**src/rtl/instruction_fetch_unit.sv**
```systemverilog
// instruction_fetch_unit
//   Fetches one 16-bit instruction as two bytes from a byte-wide program
//   memory. The high byte sits at the even address and the low byte at the
//   odd address. The unit owns the program counter. It delivers the assembled
//   word to the instruction register as a one-cycle write strobe plus data.
//
// Ports
//   clk_in           system clock; all state changes on the rising edge
//   reset_n_in       asynchronous active-low reset
//   fetch_req_in     sequencer request to fetch at pc (sampled only in IDLE)
//   fetch_busy_out   high while a fetch is in flight
//   fetch_done_out   one-cycle completion pulse (same cycle as ir_write_en_out)
//   pc_load_en_in    jump/branch: load pc from pc_load_data_in
//   pc_load_data_in  jump target (word address)
//   pc_out           current program counter
//   mem_req_out      memory read request (registered)
//   mem_addr_out     byte address, stable while mem_req_out is high
//   mem_ack_in       one-cycle acknowledge; mem_data_in is valid in that cycle
//   mem_data_in      read byte
//   ir_write_en_out  one-cycle instruction register write strobe
//   ir_data_out      assembled instruction {high, low}, held between fetches
module instruction_fetch_unit #(
  parameter int PC_WIDTH = 12
) (
  input  logic                clk_in,
  input  logic                reset_n_in,
  input  logic                fetch_req_in,
  output logic                fetch_busy_out,
  output logic                fetch_done_out,
  input  logic                pc_load_en_in,
  input  logic [PC_WIDTH-1:0] pc_load_data_in,
  output logic [PC_WIDTH-1:0] pc_out,
  output logic                mem_req_out,
  output logic [PC_WIDTH:0]   mem_addr_out,
  input  logic                mem_ack_in,
  input  logic [7:0]          mem_data_in,
  output logic                ir_write_en_out,
  output logic [15:0]         ir_data_out
);

  localparam logic [PC_WIDTH-1:0] PC_ONE = {{(PC_WIDTH-1){1'b0}}, 1'b1};

  typedef enum logic [1:0] {
    IDLE,
    FETCH_HI,
    FETCH_LO
  } state_t;

  state_t              state_reg, state_next;
  logic [PC_WIDTH-1:0] pc_reg, pc_next;
  logic [PC_WIDTH-1:0] pend_reg, pend_next;
  logic                pend_valid_reg, pend_valid_next;
  logic [7:0]          hi_reg, hi_next;
  logic                mem_req_reg, mem_req_next;
  logic [PC_WIDTH:0]   mem_addr_reg, mem_addr_next;
  logic [15:0]         ir_data_reg, ir_data_next;
  logic                ir_we_reg, ir_we_next;

  always_ff @(posedge clk_in or negedge reset_n_in) begin
    if (!reset_n_in) begin
      state_reg      <= IDLE;
      pc_reg         <= '0;
      pend_reg       <= '0;
      pend_valid_reg <= 1'b0;
      hi_reg         <= '0;
      mem_req_reg    <= 1'b0;
      mem_addr_reg   <= '0;
      ir_data_reg    <= '0;
      ir_we_reg      <= 1'b0;
    end else begin
      state_reg      <= state_next;
      pc_reg         <= pc_next;
      pend_reg       <= pend_next;
      pend_valid_reg <= pend_valid_next;
      hi_reg         <= hi_next;
      mem_req_reg    <= mem_req_next;
      mem_addr_reg   <= mem_addr_next;
      ir_data_reg    <= ir_data_next;
      ir_we_reg      <= ir_we_next;
    end
  end

  always_comb begin
    state_next      = state_reg;
    pc_next         = pc_reg;
    pend_next       = pend_reg;
    pend_valid_next = pend_valid_reg;
    hi_next         = hi_reg;
    mem_req_next    = mem_req_reg;
    mem_addr_next   = mem_addr_reg;
    ir_data_next    = ir_data_reg;
    ir_we_next      = 1'b0;

    case (state_reg)
      IDLE: begin
        mem_req_next    = 1'b0;
        pend_valid_next = 1'b0;
        if (pc_load_en_in) begin
          pc_next = pc_load_data_in;
        end
        if (fetch_req_in) begin
          // A load in the same cycle wins; the fetch uses the new target.
          state_next    = FETCH_HI;
          mem_req_next  = 1'b1;
          mem_addr_next = {(pc_load_en_in ? pc_load_data_in : pc_reg), 1'b0};
        end
      end

      FETCH_HI: begin
        if (pc_load_en_in) begin
          pend_next       = pc_load_data_in;
          pend_valid_next = 1'b1;
        end
        if (mem_ack_in) begin
          // The request stays high, so the low byte is requested back-to-back.
          hi_next       = mem_data_in;
          mem_addr_next = {pc_reg, 1'b1};
          state_next    = FETCH_LO;
        end
      end

      FETCH_LO: begin
        if (mem_ack_in) begin
          ir_data_next    = {hi_reg, mem_data_in};
          ir_we_next      = 1'b1;
          mem_req_next    = 1'b0;
          state_next      = IDLE;
          pend_valid_next = 1'b0;
          // A load in the completing cycle is the latest, so it beats the
          // pending target.
          if (pc_load_en_in) begin
            pc_next = pc_load_data_in;
          end else if (pend_valid_reg) begin
            pc_next = pend_reg;
          end else begin
            pc_next = pc_reg + PC_ONE;
          end
        end else if (pc_load_en_in) begin
          pend_next       = pc_load_data_in;
          pend_valid_next = 1'b1;
        end
      end

      default: begin
        state_next   = IDLE;
        mem_req_next = 1'b0;
      end
    endcase
  end

  assign fetch_busy_out  = (state_reg != IDLE);
  assign fetch_done_out  = ir_we_reg;
  assign ir_write_en_out = ir_we_reg;
  assign ir_data_out     = ir_data_reg;
  assign pc_out          = pc_reg;
  assign mem_req_out     = mem_req_reg;
  assign mem_addr_out    = mem_addr_reg;

endmodule

```
**config.mk**
```make
export PLATFORM = sky130hd
export DESIGN_NAME = instruction_fetch_unit
export DESIGN_NICKNAME = d
export VERILOG_FILES = /design/src/rtl/instruction_fetch_unit.sv
export SDC_FILE = /design/constraint.sdc
export NUM_CORES = 1
export LEC_CHECK = 0
export BUFFER_PORTS_ARGS = -buffer_cell sky130_fd_sc_hd__buf_4
export CORE_UTILIZATION = 44
export CTS_BUF_LIST = sky130_fd_sc_hd__clkbuf_8
export CTS_CLUSTER_SIZE = 12
export DETAILED_ROUTE_END_ITERATION = 6
export PLACE_DENSITY_LB_ADDON = 0.15
export RECOVER_POWER = 25
export SYNTH_ARGS = -nofsm -noshare
export SYNTH_HDL_FRONTEND = slang
export SYNTH_SLANG_ARGS = --single-unit
export TNS_END_PERCENT = 30
```
**constraint.sdc**
```tcl
create_clock -name clk_in -period 5 [get_ports clk_in]
set_clock_uncertainty 0.2 [all_clocks]
set_input_delay 0.25 -clock clk_in [delete_from_list [all_inputs] [get_ports clk_in]]
set_output_delay 0.25 -clock clk_in [all_outputs]
set_load 0.01 [all_outputs]
```
==> results.md <==
- Total global routing track utilization: between 20% and 30%
- Largest net degree at the start of global routing: 67
- TritonRoute pass-1 iters: 4
- DRT met1 WL: around 3800 µm
- Slew Limit Headroom: a little over a fifth
- Met3 Routed Length: 362 µm
- Worst setup SP type: register
- Remaining Overflow, GRT: 0
- Most area-consuming cells after synthesis: dfrtp_1 50%, mux2_1 8.5%, mux2_2 4.1%
- Crit-path cells: inv_1 > ha_1 > nor2b_1 > o21ai_1 > mux2_2
- CTS Sinks: 66
- Critical Path Slowest Stage Cell: o21ai_1
- Crit Path Category: register to register
- Final ANT Viol Nets: 0
- Initial antenna violation count: 0
- CP peak stage delay: just over 0.9 ns
- R2R setup slack: approximately 1.9 ns
- #FFs+latches synth: 66
- Placement Rows: 31
- DRC viols: 0
- Nets: between 400 and 500
- Top cells by count, synth: 66 x dfrtp_1, 28 x nand2_1, 25 x mux2_1, 16 x o21ai_1, 15 x nor2_1
- Die width: approximately 89 µm
- Reg2Reg Depth: 5
- EDFF count, synth: 0
- Metal2 WL: around 3500 µm
- CTS tree: done
- Post-synthesis sequential area ratio: roughly half
- Clock Tree Buf Depth: 2
- IO Port Bufs: 69
- PwrDens: ~610 nW/µm²
- Synth Cell Area: between 3000 and 4000 µm²
- Pleak: approximately 0.0018 µW
- Slew @ Worst Pin: ~1.2 ns
- Hold crit path type: input port to register
- Highest Clock Rate: ~320 MHz
- Wirelength per Cell: between 15 and 20 µm
- Vias in the first global route: 2431
- Final Hold Fails: 0
- Fillers: 662
- RSZ-0062 raised after global routing: false
- Period utilisation layout: a little over 60%
- Final setup TNS: 0 ns
- First-pass GRT wire length: between 10000 and 15000 µm
- Count leader, synth: dfrtp_1
- Vias/cell: 5.282
- GPL Wtd Cong: 0.8201
- CP required: ~5.0 ns
- Outcome: finished clean
- H-tree depth: 3
- Clock buffer count from CTS: 9
- Area Overhead vs Synth: 24.50%
- Synthesis Warnings: 0
- Critical Path End Type: register
- Die area: 7838 µm²
- Worst-path clk slew: around 0.07 ns
- Max Cap Viol: 0
- Worst R2R Start: state_reg[0]$_DFFE_PN0P_
- Vias: 2588
- FFs w/ async S/R, synth: 100.0%
- Ys flop type: dfrtp_1
- Worst r2r dst: pend_reg[11]$_DFFE_PN0P_
- Initial DRC Count: ~140
- Die outline height: ~89 µm
- Layout cells sized above 1: 18.41%
- Clock root buffer master: clkbuf_8
- Routed WL: around 7700 µm
- Initial core utilization: between 40% and 50%
- Syn avg cell area: between 10 and 15 µm²
- Highest routing layer actually used: met4
- Yosys top cell by area: dfrtp_1
- CP Max Fanout: 22
- Syn nets: 333
- Post-DP HPWL: between 5000 and 6000 µm
- Post-synthesis cell count: roughly 300
- WHS: approximately 0.1 ns
- Core area: approximately 7300 µm²
- # IOs: 70
- Distinct cells, synth: 50
- Worst IR Drop VDD: ~290 µV
- Crit path from: state_reg[0]$_DFFE_PN0P_
- Max Slew Vio Count: 0
- Diodes inserted: 0
- Final Critical Period: ~3.1 ns
- Max reg flops: 16
- Worst Path Arrival: roughly 3.1 ns
- Final setup vio count: 0
- Cts repair resizes: 0
- Worst setup path endpoint: pend_reg[11]$_DFFE_PN0P_
- Clk_lat worst skew: 0.35 ns
- Top cell type's share of synthesized area: around half
through the flow:
stage	instances	setup slack, ns	util [%]	area [µm²]	power, µW
detailed placement	452	1.907	52.65	3819	2169
floorplan	302	3.067	-	3294	1723
global route	490	1.700	56.55	4101	2704
finish	490	1.913	56.55	4101	2498
global placement	452	2.032	52.65	3819	2135
CTS	490	1.903	58.36	4233	2633
cells in the final DEF, fill, tap and decap left out, drive strengths merged, types with 2 or more instances in the layout:
cell type and count:
nand4 6, a211o 2, nor2b 2, a21oi 14
nand2 29, inv 12, mux2i 14, nor3 2
nor2 16, clkbuf 44, o22ai 2, clkinvlp 3
nor3b 2, o31ai 3, nand3 7, nor4 4
and3 2, mux2 38, dfrtp 66, ha 6
dlygate4sd3 22, a31oi 5, a32oi 3, o21ai 28
nand2b 4, buf 35, o21bai 2, or4 2
critical path, delay by kind of cell (launching register included):
kind	cells	cell delay [ns]
buffers and inverters	1	0.10
AOI/OAI and AO/OA	1	0.93
muxes	1	0.42
DFF	1	0.43
adders and majority gates	1	0.79
and+or+nand+nor	1	0.10
routing by layer:
layer  global-route usage (%)  vias to the layer above
met3                    4.664                       11
met2                    31.75                       61
met5                        0                        -
li1                         -                     1258
met1                    30.75                     1258
met4                    8.504                        0
worst min-delay path by stage:
stage,end,start,depth (start not counted),slack (ns)
finish,pc_out[1]$_DFFE_PN0P_,pc_load_en_in,3,0.1
global route,pc_out[1]$_DFFE_PN0P_,pc_load_en_in,3,0.09
CTS,mem_addr_out[0]$_DFFE_PN0P_,mem_ack_in,3,0.09
detailed placement,mem_addr_out[7]$_DFFE_PN0P_,reset_n_in,1,0.21
global placement,mem_addr_out[7]$_DFFE_PN0P_,reset_n_in,1,0.21
floorplan,fetch_done_out$_DFF_PN0_,reset_n_in,0,-0.25
power by group:
part | internal [µW] | leakage (µW) | switching (µW)
combinational | 469 | 0.000864 | 570
clock | 229 | 0.0000931 | 217
sequential | 796 | 0.000802 | 217
what timing repair did:
| action | 4_1_cts | 5_1_grt |
|---|---|---|
| setup buffers | 0 | 0 |
| hold endpoints to repair | 102 | 0 |
| hold buffers | 22 | 0 |
logic make-up after synthesis:
kind of cell	count (synthesis)	synth area share (%)
simple gates	80	11.96
compound gates	68	12.95
flops	66	50.13
mux	52	17.47
buf+inv	29	4.937
fa+ha+maj	6	2.279
xor+xnor	1	0.2659
area by class of cell:
| class | instances | area [µm²] | share of cell area, % |
|---|---|---|---|
| Timing Repair Buffer | 92 | 614.3 | 14.98 |
| Multi-Input combinational cell | 207 | 1480 | 36.09 |
| Clock inverter | 7 | 70.07 | 1.708 |
| Clock buffer | 9 | 123.9 | 3.020 |
| Inverter | 10 | 37.54 | 0.9152 |
| Tap cell | 99 | 123.9 | 3.020 |
| Sequential cell | 66 | 1652 | 40.27 |
Power figures use the tool's default switching activity.
